==> src/rtl/serial_subtractor.sv <==
// Bit-serial WIDTH-bit subtractor: one full-subtractor cell plus borrow flop, LSB first.
// Optional SERIAL_SUB_BORROW_IN_EN adds a borrow-in port (bin) seeding the borrow flop.
module serial_subtractor #(
  parameter int WIDTH = 8
) (
  input  logic             clk,
  input  logic             rst,
  input  logic             start,
  input  logic [WIDTH-1:0] a,
  input  logic [WIDTH-1:0] b,
`ifdef SERIAL_SUB_BORROW_IN_EN
  input  logic             bin,
`endif
  output logic             busy,
  output logic             done,
  output logic [WIDTH-1:0] difference,
  output logic             barrow
);

  localparam int CW = (WIDTH > 2) ? $clog2(WIDTH) : 1;
  localparam logic [CW-1:0] LAST = CW'(WIDTH - 1);

  localparam logic [1:0] IDLE  = 2'd0;
  localparam logic [1:0] SHIFT = 2'd1;
  localparam logic [1:0] DONE  = 2'd2;

  logic [1:0]       state_q, state_d;
  logic [WIDTH-1:0] ra_q, ra_d;
  logic [WIDTH-1:0] rb_q, rb_d;
  logic [WIDTH-1:0] res_q, res_d;
  logic             bor_q, bor_d;
  logic [CW-1:0]    cnt_q, cnt_d;
  logic [WIDTH-1:0] diff_q, diff_d;
  logic             bout_q, bout_d;

  logic bin_w;
  logic d_bit;
  logic bo_bit;

`ifdef SERIAL_SUB_BORROW_IN_EN
  assign bin_w = bin;
`else
  assign bin_w = 1'b0;
`endif

  assign d_bit  = ra_q[0] ^ rb_q[0] ^ bor_q;
  assign bo_bit = (~ra_q[0] & rb_q[0]) | (~(ra_q[0] ^ rb_q[0]) & bor_q);

  always_comb begin
    state_d = state_q;
    ra_d    = ra_q;
    rb_d    = rb_q;
    res_d   = res_q;
    bor_d   = bor_q;
    cnt_d   = cnt_q;
    diff_d  = diff_q;
    bout_d  = bout_q;
    case (state_q)
      IDLE: begin
        if (start) begin
          ra_d    = a;
          rb_d    = b;
          bor_d   = bin_w;
          cnt_d   = '0;
          res_d   = '0;
          state_d = SHIFT;
        end
      end
      SHIFT: begin
        ra_d  = ra_q >> 1;
        rb_d  = rb_q >> 1;
        res_d = {d_bit, res_q[WIDTH-1:1]};
        bor_d = bo_bit;
        cnt_d = CW'(cnt_q + 1'b1);
        // Final bit: publish the shifted-in result directly so difference lands with done.
        if (cnt_q == LAST) begin
          diff_d  = {d_bit, res_q[WIDTH-1:1]};
          bout_d  = bo_bit;
          state_d = DONE;
        end
      end
      DONE:    state_d = IDLE;
      default: state_d = IDLE;
    endcase
  end

  always_ff @(posedge clk or posedge rst) begin
    if (rst) begin
      state_q <= IDLE;
      ra_q    <= '0;
      rb_q    <= '0;
      res_q   <= '0;
      bor_q   <= 1'b0;
      cnt_q   <= '0;
      diff_q  <= '0;
      bout_q  <= 1'b0;
    end else begin
      state_q <= state_d;
      ra_q    <= ra_d;
      rb_q    <= rb_d;
      res_q   <= res_d;
      bor_q   <= bor_d;
      cnt_q   <= cnt_d;
      diff_q  <= diff_d;
      bout_q  <= bout_d;
    end
  end

  assign busy       = (state_q == SHIFT);
  assign done       = (state_q == DONE);
  assign difference = diff_q;
  assign barrow     = bout_q;

endmodule

==> config.mk <==
export PLATFORM = sky130hd
export DESIGN_NAME = serial_subtractor
export DESIGN_NICKNAME = d
export VERILOG_FILES = /design/src/rtl/serial_subtractor.sv
export SDC_FILE = /design/constraint.sdc
export NUM_CORES = 1
export LEC_CHECK = 0
export CORE_UTILIZATION = 45
export DETAILED_ROUTE_END_ITERATION = 16
export PLACE_DENSITY = 0.69
export SLEW_MARGIN = 10
export SYNTH_ARGS = -nofsm -noshare
export SYNTH_HDL_FRONTEND = slang
export SYNTH_SLANG_ARGS = --single-unit
==> constraint.sdc <==
create_clock -name clk -period 3.8 [get_ports clk]
set_input_delay 0.57 -clock clk [delete_from_list [all_inputs] [get_ports clk]]
set_output_delay 0.57 -clock clk [all_outputs]
set_load 0.05 [all_outputs]
# Yosys cells after proc, flatten, opt, wreduce, memory -nomap -nowiden
# Cells that the tools add are included.
# W data, S select, Z words.
# word_totals
reg_bits	39
word_cells	39
# classes
add_sub_neg	1
eq_ne	5
muxes	13
bitwise	7
reduce_logical	5
# op_table
cell	n
$pmux W8 S2	3
$mux W8	3
$pmux W3 S2	1
$reduce_and A2 Y1	3
$mux W2	2
$pmux W2 S2	1
$add A3 B1 Y3 const B	1
$eq A3 B3 Y1 const B	1
$mux W3	1
$and A1 B1 Y1	2
$eq A2 B1 Y1 const B	1
$eq A2 B2 Y1 const B	1
$logic_not A2 Y1	1
$ne A2 B1 Y1 const B	1
$ne A2 B2 Y1 const B	1
$not A1 Y1	2
$pmux W1 S2	1
$reduce_bool A2 Y1	1
$xor A1 B1 Y1	2
$mux W1	1
$or A1 B1 Y1	1

# Longest topological paths before layout
# Gate-level depths: netlist of run 1.
# logic_depth
depth_word	5
depth_mapped	5

# Worst setup path after synthesis of run 1
# No wires, ideal clock.
# synth_path
path_kind	reg-to-output
from	register state_q[1]
to	output port done
t_arrival_ns	1.429
path_slack_ns	1.801
path_stages_with_launch	4
path_buffers	2
path_cell_list	dfrtp_1 -> buf_2 -> buf_4 -> nor2b_1
# synth_between
elab_chain_len	1
# synth_rtl
item	line_no	text
start, declared	27	logic [1:0] state_q, state_d;
start signal, assigned	98	state_q <= state_d;
$eq A2 B2 Y1	110	assign done = (state_q == DONE);
end, declared	15	output logic done,
# No other way between the ends.

# Worst setup path in the final report of run 1
# layout_path
from	register state_q[1]
to	output port busy
# layout_between
elab_chain_len	1
# layout_rtl
item	line_no	text
$eq A2 B1 Y1	109	assign busy = (state_q == SHIFT);
end, declared	14	output logic busy,
# No other way between the ends.

==> impl_results.md, run 1 <==
- Starting Density: 47.7%
- Final core occ: ~58%
- RePlAce Congestion: 0.707
- DIE AREA: roughly 4200 sq um
- Reg power frac: 38.1%
- Fraction of layout cells with a size suffix above 1: 12.5%
- Area delta synth->final: 21.3%
- Max transition margin: 49.3%
- Multi-input combinational cell area: just under 700 sq um
- Slew @ Worst Pin: around 0.76 ns
- Final worst slack: 1.13 ns
- Final period util: 70.2%
- Ant. Diodes: 0
- Max-slew violations: 0
- Post-synth ARST share: 100%
- VDD IR max: 0.000301 V
- Hold buffers post-CTS: 0
- Chip height: roughly 65 um
- Top-count cell post-synth: dfrtp_1
- Clock latency on the worst-skew pair: 0.28 ns
- Hold Path Class: flop to flop
- Final Setup Violations: 0
- Vias/cell: 5.48
- Comb pwr share: about 48%
- Post-CTS sizing: 0
- # nets final: 190
- Congestion Overflow GR: 0
- Max-cap violations: 0
- Seq/Total Area, Yosys: 53.6%
- Critical Path RT: 3.23 ns
- Initial antenna violation count: 0
- Setup CP Type: flop to output port
- Worst-path clk slew: approximately 0.070 ns
- Placed wire-length estimate: 1.95 mm
- Routed len/inst: 14.0 um
- Unique masters post-synth: 21
- Sequential cell area: between 900 and 1000 sq um
- # IOs: 30
- CTS sink cnt: 38
- Die width: 64.8 um
- CP Capture Type: output port
- Initial DRC count: 62
- Post-synthesis net count: 163
- Port-buffer cells: 29
- Core ar.: 3720 sq um
- CTS tree: done
- Pint: 1.08 mW
- Detailed Route WL: 3.02 mm
- Pwr per Cell Area: about 830 nW/um^2
- Critical Path Source Type: flop
- Share of total power in the clock network: between 10 and 15%
- Static leakage: about 0.95 nW
- Status: finished clean
- First-pass GRT wire length: 5.30 mm
- Pre-CTS setup slack: ~1.4 ns
- Synth warn: 0
- Clock tree skew after final layout: 0.00390 ns
- Number of synthesized flops with an enable pin: 0
- Vias in the first global route: approximately 1200
- Setup Buffers After CTS: 0
- Arrival time worst endpoint: ~2.1 ns
- Total negative slack: 0 ns
- Synth top area cells: dfrtp_1 54%, a221oi_2 8.5%, nor4b_1 6.9%
- 1st-pass router iterations: 4
- Synth Instances: 141
- Core Rows: 22
- Filler cells: 333
- Drc violations: 0
- Primary FF master, synth: dfrtp_1
- Largest area contributor in the netlist: dfrtp_1
- Net Sw Frac: between 30% and 40%
- Fin area: between 2000 and 2500 sq um
- Min Tclk post-route: 2.67 ns
- Largest net degree at the start of global routing: 39
- P_sw: 0.713 mW
- Root Driver: clkbuf_8
- DRT antenna net count: 0
- Final hold vios: 0
- Avg Cell Area, Syn: 12.6 sq um
- Top-area cell type share of the netlist area: around 54%
- Crit path max fanout: 32
- TritonCTS Buffers: 5
- H-tree depth: 2
- Fmax: 375 MHz
- Mapped Area: 1770 sq um
- Clock Path Buffers: 2
- Register bit total from synthesis: 38
- RSZ-0062 raised after global routing: false
- DP Area: 2070 sq um
- Vias: 1183
- Total track usage: 17.0%
- Top post-synthesis cells by count: 38 x dfrtp_1, 18 x inv_1, 14 x nor4b_1
[critical path: stages (launching register included)]
cell,delay (ns)
dfrtp_1,0.36
buf_4,0.22
and2b_4,0.40
clkdlybuf4s50_1,0.84
[cells in the final DEF (no fill, tap or decap), types with 2 or more instances in the layout]
| master | instances |
|---|---|
| dfrtp_1 | 38 |
| clkdlybuf4s50_1 | 29 |
| inv_1 | 18 |
| nor4b_1 | 14 |
| nor2_1 | 12 |
| a22o_1 | 12 |
| a221oi_2 | 10 |
| mux2_1 | 9 |
| clkbuf_8 | 5 |
| a221oi_1 | 4 |
| buf_4 | 3 |
| nand2b_1 | 2 |
| ha_1 | 2 |
| clkbuf_1 | 2 |
[cell families after synthesis]
family	count (synthesis)	synth area share (%)
flops	38	53.6
compound gates	28	17.7
mux	10	6.35
simple gates	32	11.9
buf+inv	30	7.83
fa+ha+maj	3	2.54
[registers in the layout (all words and copies together), names as in the netlist]
register and count:
difference 8, ra_q 8, rb_q 8, res_q 7, cnt_q 3, state_q 2
barrow 1, bor_q 1
[final cells by class]
type	instances	share of cell area, %
sequential	38	44.2
multi-input combinational	73	31.8
timing repair buffer	32	14.5
clock buffer	7	3.55
inverter	18	3.14
tap	48	2.79
[stage by stage]
| step | total power [mW] | hold slack, ns | instances |
|---|---|---|---|
| floorplan | 1.35 | 0.459 | 141 |
| CTS | 1.81 | 0.496 | 216 |
| detailed placement | 1.55 | 0.481 | 209 |
| finish | 1.79 | 0.491 | 216 |
| global route | 1.92 | 0.511 | 216 |
| global placement | 1.52 | 0.472 | 209 |
[power groups by stage]
stage          clock network [mW]  registers [mW]  logic, mW
3_3_place_gp                    0           0.683      0.836
2_1_floorplan                   0           0.826      0.525
5_1_grt                     0.280           0.709      0.930
4_1_cts                     0.259           0.684      0.867
6_report                    0.250           0.682      0.858
3_5_place_dp                    0           0.690      0.865
[worst paths after layout]
kind / from / end / slack, ns / cells past startpoint
max in group asynchronous: rst / difference[1] / 2.77 / 3
worst max-delay path: state_q[1] / busy / 1.13 / 3
worst max register to register: state_q[0] / barrow / 2.04 / 3
worst min register to register: difference[5] / difference[5] / 0.49 / 1
worst min-delay path: difference[5] / difference[5] / 0.49 / 1
min in group asynchronous: rst / ra_q[3] / 0.71 / 3
[per-layer routing]
metal	vias to the layer above	GRT usage, %	part of all wire, %	wire length, um
li1	568	-	-	-
met1	588	20.4	47	1410
met2	22	27.9	48	1450
met3	5	4.40	3.6	108
met4	0	8.89	1.6	49
met5	-	0	0	0
Note: power is estimated with default switching activity, not from simulation.
==> run 2, diff against run 1 <==
- PLACE_DENSITY: 0.69 -> 0.72
- clock period: 3.8 -> 2.2 ns (I/O delays scaled with it)
==> run 2 against run 1 <==
Against the previous run:
- routed wire length increased by 6.1%
- register-to-register slack got worse by 1.6 ns
- flip-flop and latch count unchanged
- via count increased by 2.4%
- sequential power increased by 80%
- first-iteration DRC count decreased by 1.6%
- largest cell class unchanged
- largest power group unchanged
==> impl_results.md, run 2 (synthesized netlist as in run 1, its figures left out) <==
- Status: finished clean
- RePlAce Congestion: 0.744
- Final worst slack: 0.408 ns
- Min Tclk post-route: 1.79 ns
- Vias: between 1000 and 1500
- TritonCTS Buffers: 5
- Max-slew violations: 0
- DP Area: 2120 sq um
- Chip height: 64.8 um
- Largest net degree at the start of global routing: 39
- Fraction of layout cells with a size suffix above 1: 16.9%
- Pint: 1.93 mW
- Die width: around 65 um
- Congestion Overflow GR: 0
- Pwr per Cell Area: 1450 nW/um^2
- Share of total power in the clock network: 15.4%
- Vias/cell: 5.50
- # IOs: 30
- Max transition margin: 46.9%
- Max-cap violations: 0
- Area delta synth->final: 24.8%
- Initial DRC count: 61
- Port-buffer cells: 29
- Final Setup Violations: 0
- Critical Path RT: 1.87 ns
- Hold buffers post-CTS: 0
- H-tree depth: 2
- Placed wire-length estimate: 2.20 mm
- Clock latency on the worst-skew pair: 0.29 ns
- Critical Path Source Type: flop
- Routed len/inst: 14.6 um
- Worst R2R Path Depth: 2
- Commonest non-fill, non-tap cell in the layout: dfrtp_1
- Hold Path Class: primary input to asynchronous set/reset pin
- Net Sw Frac: 39.8%
- Setup CP Type: flop to output port
- P_sw: around 1.3 mW
- Total negative slack: 0 ns
- RSZ-0062 raised after global routing: false
- 1st-pass router iterations: 4
- Setup Buffers After CTS: 0
- Initial antenna violation count: 0
- Total track usage: 17.7%
- Final hold vios: 0
- Clock tree skew after final layout: 0.00530 ns
- Drc violations: 0
- VDD IR max: 0.000482 V
- Clock Path Buffers: 2
- CTS tree: done
- Ant. Diodes: 0
- DRT antenna net count: 0
- Reg power frac: 38.3%
- Fmax: between 500 and 600 MHz
- Pre-CTS setup slack: 0.375 ns
- Core Rows: 22
- Worst-path clk slew: 0.07 ns
- Static leakage: about 0.98 nW
- Post-CTS sizing: 0
- Arrival time worst endpoint: 1.46 ns
- Crit path max fanout: 12
- Fin area: 2210 sq um
- Comb pwr share: 46.3%
- Final period util: 81.4%
- Core ar.: 3720 sq um
- Slew @ Worst Pin: 0.794 ns
- DIE AREA: 4200 sq um
- Root Driver: clkbuf_8
- Vias in the first global route: 1227
- Filler cells: between 300 and 400
- # nets final: 193
- CP Capture Type: output port
- First-pass GRT wire length: 5.52 mm
- Commonest non-fill, non-tap cells in the layout: 38 x dfrtp_1, 27 x clkdlybuf4s50_1, 18 x inv_1
- Starting Density: 47.7%
- Detailed Route WL: 3.20 mm
- CTS sink cnt: 38
[run 2: cell types whose count changed in the layout (fill, tap and decap cells not counted), sizes merged]
cell / previous run / this run
buf: 3 / 8
clkdlybuf4s50: 29 / 27
clkinvlp: 0 / 1
clkbuf: 7 / 6
clkinv: 0 / 1
[run 2: per-stage QoR]
step | hold WS [ns] | total power [mW] | std cells | utilization, %
floorplan | 0.459 | 2.33 | 141 | -
global placement | 0.474 | 2.66 | 212 | 57.0
detailed placement | 0.481 | 2.74 | 212 | 57.0
CTS | 0.463 | 3.25 | 220 | 59.5
global route | 0.514 | 3.42 | 220 | 59.5
finish | 0.454 | 3.21 | 220 | 59.5
[run 2: worst paths after layout]
path / slack (ns) / from / endpoint
min: 0.45 / rst / rb_q[0]
min reg2reg: 0.49 / difference[4] / difference[4]
max in group asynchronous: 1.42 / rst / difference[2]
min in group clk: 0.49 / difference[4] / difference[4]
max reg2reg: 0.47 / state_q[0] / difference[0]
max: 0.41 / state_q[0] / done
[run 2: layout make-up]
| class | instances | area [sq um] | share of cell area [%] |
|---|---|---|---|
| inverter | 18 | 67.6 | 3.05 |
| multi-input combinational | 73 | 683 | 30.9 |
| timing repair buffer | 35 | 355 | 16.1 |
| clock inverter | 2 | 12.5 | 0.566 |
| clock buffer | 6 | 82.6 | 3.73 |
| sequential | 38 | 951 | 43.0 |
| tap | 48 | 60.1 | 2.71 |
[run 2: critical path, stage by stage (launching register included)]
cell and delay, ns:
dfrtp_1 0.54, buf_4 0.26, nor2b_1 0.20, buf_12 0.17
[run 2: layer usage]
layer / wire length, um / global-route usage (%)
met1: 1440 / 20.8
met3: 112 / 4.05
met5: 0 / 0
met4: 55 / 10.8
met2: 1590 / 29.2
[run 2: power groups by stage]
stage / registers [mW] / clock network [mW] / logic, mW
finish: 1.23 / 0.493 / 1.49
global route: 1.26 / 0.539 / 1.61
CTS: 1.23 / 0.507 / 1.51
detailed placement: 1.24 / 0 / 1.50
global placement: 1.22 / 0 / 1.44
floorplan: 1.43 / 0 / 0.907
==> edit 1 (flow settings as in run 2) <==
`WIDTH`: 8 -> 4.
--- a/src/rtl/serial_subtractor.sv
+++ b/src/rtl/serial_subtractor.sv
@@ -3,3 +3,3 @@
 module serial_subtractor #(
-  parameter int WIDTH = 8
+  parameter int WIDTH = 4
 ) (
Interface: changed (resized a, b and difference); port bits go from 30 to 18. The function was not compared with the original's and may differ.
==> edit 1 against run 2 <==
  * Sequential cell count shrank 17
  * Worst setup slack lost 0.044 ns
  * Design area shrank 48%
  * Worst hold slack lost 0.11 ns
  * Area after synthesis shrank 47%
  * Routed wire length shrank 48%
  * Power shrank 48%
  * Critical path depth is the same
  * Critical path type unchanged
==> edit 1: results (changes against run 2) <==
[yosys]
post_synth_main_area_contributors=sky130_fd_sc_hd__dfrtp_1, sky130_fd_sc_hd__o22ai_1, sky130_fd_sc_hd__mux2_2
synth-seq-area-share_pct=56.30  ; +2.7 points
synth.top_cells.by_count=sky130_fd_sc_hd__dfrtp_1, sky130_fd_sc_hd__o22ai_1, sky130_fd_sc_hd__a21oi_1, sky130_fd_sc_hd__o21ai_0, sky130_fd_sc_hd__inv_1
ys_warn_count=0  ; unchanged
synth_fp_nets=94  ; -42%
synthDistinctLibCells=20  ; -4.8%
async_flop_share_pct=100.0  ; unchanged

[pwr]
power_combinational_mw=0.795  ; -47%
clkPwrFrac_pct=10.5  ; -4.9 points
sequentialPowerShare_pct=41.7  ; +3.4 points
net-switching-power_mw=0.7109  ; -44%
vdd_ir_drop_max_mv=0.6689  ; +39%
total_leakage_power_nw=0.5392  ; -45%

[placement]
buffer_ports.inserted=17  ; -41%
post_dp_cell_area_um2=1115  ; -47%
gp_routability_congestion=0.7620  ; +2.4%
placement.setup.worst_slack_ns=0.3663  ; -0.008873 ns
place.detailed.hpwl_um=1179  ; -46%

[worst_setup_path]
reg2reg_slack_ns=0.85  ; +0.38 ns
cpPeakStageDelay_ns=0.54  ; about the same
cp_max_fo=9  ; -3
crit-reg2reg-capture=difference[3]$_DFFE_PP0P_
worstPathArrival_ns=1.51  ; +0.05 ns
worst_r2r_path_cells=3  ; +1
critical_path.slowest_cell=sky130_fd_sc_hd__dfrtp_1
critical_path.reg2reg.startpoint=rb_q[0]$_DFFE_PP0P_

[hold_path]
hp-class=in2async

[detailed_routing]
dr_total_vias=655  ; -46%
firstDrtPassIters=4  ; unchanged
postRouteWirelength_um=1651  ; -48%
met3RoutedLength_um=31  ; -72%
route.layer.met1.wl_um=789  ; -45%
drtIter0Drc=8  ; -87%
detailroute.wirelength.met2_um=809  ; -49%

[finish]
drive_gt1_share_pct=15.00  ; -1.9 points
layout.nets=114  ; -41%

[grt]
grt_use_met1_pct=22.20  ; +1.4 points
grt_first_pass_wirelength_um=2511  ; -55%
gr-usage-all-layers_pct=16.55  ; -1.1 points
grt_util_met3_pct=4.528  ; +0.48 points
grt_start_max_net_pins=22  ; -44%
first_global_vias=573  ; -53%
gr-usage-met2_pct=24.93  ; -4.2 points

[timing]
worst_skew_ns=0.002920  ; -0.002380 ns
max_slew.worst_pin.slew_ns=0.4988  ; -0.2955 ns

[clocking]
clk_path_buf_depth=2  ; unchanged
postCtsSetupBuffers=0  ; unchanged
clock-root-buffer=sky130_fd_sc_hd__clkbuf_4
h_tree_level_count=1  ; -1
cts_made_buffers=3  ; -2
clk_transition_reported_paths_ns=0.11  ; +0.04 ns

[status]
run_status=finished, final reports clean

[run]
max_cap_violations=0  ; unchanged

==> edit 1: changes by cell type after synthesis, moves of 10 or more <==
cell	delta
sky130_fd_sc_hd__dfrtp_1	-17
sky130_fd_sc_hd__o22ai_1	+12
sky130_fd_sc_hd__a221oi_2	-10
sky130_fd_sc_hd__nor4b_1	-14
sky130_fd_sc_hd__inv_1	-12
==> edit 1: worst max path at each step <==
stage                            from   end  slack (ns)  cells after the start
4_1_cts        state_q[1]$_DFFE_PP0P_  done        0.03                      3
3_3_place_gp   state_q[1]$_DFFE_PP0P_  done        0.40                      3
2_1_floorplan  state_q[1]$_DFFE_PP0P_  done        0.69                      2
3_5_place_dp   state_q[1]$_DFFE_PP0P_  done        0.37                      3
5_1_grt        state_q[0]$_DFFE_PP0P_  busy        0.26                      3
6_report       state_q[0]$_DFFE_PP0P_  busy        0.36                      3
==> edit 1: area by class of cell <==
type                    count  area, um2
well taps                  27      33.78
multi-input cells          50      349.1
clock inverters             1      5.005
clock buffers               3      22.52
flip-flops and latches     21      525.5
inverters                   7      31.28
repair buffers             18      177.7
fillers                   190      817.0
==> edit 1: kinds of logic (layout without fill, tap and decap cells) <==
family	Yosys count	count (layout)	synth area share, %
adder cells (fa/ha/maj)	2	2	3.485
buffers and inverters	10	29	6.300
flip-flops	21	21	56.30
AND/OR/NAND/NOR	13	13	8.581
AO/OA/AOI/OAI	31	31	20.51
multiplexers	4	4	4.825
==> edit 1: per-stage QoR <==
stage               instances  hold slack (ns)  util, %
floorplan                  81           0.3065        -
global placement          123           0.4634    56.82
detailed placement        123           0.4701    56.82
CTS                       127           0.3430    58.23
global route              127           0.3651    58.35
finish                    127           0.3482    58.35
==> edit 2 (settings of run 2) <==
Made on the original files. Put a register stage on the outputs `busy` and `done`, cleared by the reset. The values now appear one clock later. The other outputs are not delayed to match.
--- a/src/rtl/serial_subtractor.sv
+++ b/src/rtl/serial_subtractor.sv
@@ -108,4 +108,11 @@
 
-  assign busy       = (state_q == SHIFT);
-  assign done       = (state_q == DONE);
+  always_ff @(posedge clk or posedge rst) begin
+    if (rst) begin
+      busy <= '0;
+      done <= '0;
+    end else begin
+      busy <= (state_q == SHIFT);
+      done <= (state_q == DONE);
+    end
+  end
   assign difference = diff_q;
Formal check against the unedited RTL: not equivalent (Yosys sat finds a counterexample within 4 cycles, from zero or initial values and one cycle with rst high).
==> edit 2 against run 2 <==
  * Combinational power down 3%
  * Design area is 0.34% higher
  * Sequential cell count rose by 2
  * Synthesized cell count is 1.4% higher
  * Die area grew 2.7%
  * Maximum frequency increased by 0.22%
  * Largest cell class unchanged
  * Area after synthesis is 2.8% higher
  * Worst setup slack improved by 0.0039 ns
  * Routed wire length shrank 3.2%
  * Via count decreased by 1.2%
  * Power shrank 1.1%
  * Clock power decreased by 5.5%
==> edit 2: results (changes against run 2) <==
[status]
run_status=finished, final reports clean

[run]
max_cap_violations=0  ; unchanged

[yosys]
synth-seq-area-share_pct=54.91  ; +1.3 points
synth.top_cells.by_count=sky130_fd_sc_hd__dfrtp_1, sky130_fd_sc_hd__inv_1, sky130_fd_sc_hd__nor4b_1
synthDistinctLibCells=21  ; unchanged
synth_fp_nets=165  ; +1.2%
async_flop_share_pct=100.0  ; unchanged
post_synth_main_area_contributors=sky130_fd_sc_hd__dfrtp_1, sky130_fd_sc_hd__a221oi_2, sky130_fd_sc_hd__nor4b_1
ys_warn_count=0  ; unchanged
synth_area_per_cell_um2=12.75  ; +1.4%

[grt]
grt_antenna_before_repair=0  ; unchanged
gr-usage-all-layers_pct=17.00  ; -0.70 points
grt_first_pass_wirelength_um=5444  ; -1.4%
grt_start_max_net_pins=41  ; +5.1%

[worst_setup_path]
crit_family=buffers and inverters
setup_crit_start=barrow$_DFFE_PP0P_
reg2reg_slack_ns=0.52  ; +0.05 ns
cpPeakStageDelay_ns=0.81  ; +0.27 ns
timing.critical_path.to=barrow
worstPathArrival_ns=1.46  ; about the same
critical_path.slowest_cell=sky130_fd_sc_hd__clkdlybuf4s50_1
cp_max_fo=2  ; -10
worst_r2r_path_cells=2  ; unchanged
critical_path.reg2reg.startpoint=state_q[0]$_DFFE_PP0P_
crit-reg2reg-capture=difference[4]$_DFFE_PP0P_

[detailed_routing]
routed_wire_length_per_instance_um=14.08  ; -3.2%
drtIter0Drc=93  ; +52%
post_drt_via_cell_ratio=5.436  ; -1.2%
dr_total_vias=1196  ; -1.2%
firstDrtPassIters=4  ; unchanged

[clocking]
cts_resized=0  ; unchanged
worst_skew_pair.late_latency_ns=0.29  ; about the same
cts_made_buffers=5  ; unchanged
postCtsSetupBuffers=0  ; unchanged
h_tree_level_count=2  ; unchanged
clock-root-buffer=sky130_fd_sc_hd__clkbuf_8
clk_path_buf_depth=2  ; unchanged
clk_transition_reported_paths_ns=0.08

[placement]
gp_routability_congestion=0.7233  ; -2.8%
buffer_ports.inserted=29  ; unchanged
post_dp_cell_area_um2=2132  ; +0.71%
place.detailed.hpwl_um=2043  ; -7.1%
placed_instance_count=212  ; unchanged

[finish]
drive_gt1_share_pct=14.53  ; -2.3 points
layout.nets=193  ; unchanged
filler_cell_count=307  ; -2.5%
diodes=0  ; unchanged

[pwr]
switching_share_pct=39.79  ; -0.057 points
power_per_cell_area_nw_per_um2=1428  ; -1.5%
total_leakage_power_nw=0.9865  ; +0.50%
vdd_ir_drop_max_mv=0.6640  ; +38%

[timing]
worst_skew_ns=0.01014  ; +0.004843 ns
max_slew.worst_pin.slew_ns=0.7861  ; -0.008188 ns

[hold_path]
hp-class=in2async

-- edit 2: cell types whose count changed after synthesis --
| cell | before | now |
|---|---|---|
| sky130_fd_sc_hd__dfrtp_1 | 38 | 40 |
-- edit 2: final cells by class --
type | instances | share of cell area, %
Clock buffer | 5 | 3.100
Tap cell | 48 | 2.706
Multi-Input combinational cell | 73 | 30.78
Clock inverter | 3 | 0.8455
Timing Repair Buffer | 33 | 14.43
Inverter | 18 | 3.044
Sequential cell | 40 | 45.10
-- edit 2: worst min-delay path by stage --
stage	startpoint	end	slack, ns	cells after the start
5_1_grt	rst	rb_q[1]$_DFFE_PP0P_	0.49	3
6_report	rst	difference[7]$_DFFE_PP0P_	0.46	3
4_1_cts	rst	rb_q[1]$_DFFE_PP0P_	0.48	3
3_3_place_gp	state_q[1]$_DFFE_PP0P_	state_q[0]$_DFFE_PP0P_	0.46	1
2_1_floorplan	res_q[1]$_DFFE_PP0P_	res_q[1]$_DFFE_PP0P_	0.46	1
3_5_place_dp	state_q[1]$_DFFE_PP0P_	state_q[0]$_DFFE_PP0P_	0.47	1
-- edit 2: logic make-up (layout without fill, tap and decap cells) --
logic type               count (synthesis)  after routing  share of synthesized area [%]
flip-flops                              40             40                          54.91
AO/OA/AOI/OAI                           28             28                          17.23
adder cells (fa/ha/maj)                  3              3                          2.471
buffers and inverters                   30             59                          7.618
multiplexers                            10             10                          6.177
AND/OR/NAND/NOR                         32             32                          11.60
-- edit 2: power by group through the flow --
stage          combinational (mW)  clock [mW]  sequential [mW]
6_report                     1.44       0.466             1.26
5_1_grt                      1.58       0.521             1.30
4_1_cts                      1.47       0.483             1.26
3_5_place_dp                 1.46           0             1.27
3_3_place_gp                 1.42           0             1.26
2_1_floorplan               0.867           0             1.51
-- edit 2: through the flow --
step	utilization, %	worst slack [ns]
final	58.86	0.4121
after global routing	58.86	0.3394
after CTS	58.86	0.3946
after detailed placement	56.54	0.3551
after global placement	56.54	0.4380
after floorplan	-	0.7471
-- edit 2: per-layer routing --
layer	up-vias	part of all wire, %	wire, um	global-route usage [%]
li1	575	-	-	-
met1	595	47	1455	22.23
met2	20	49	1515	26.28
met3	6	2.3	71	3.646
met4	0	1.8	55	8.967
met5	-	0	0	0
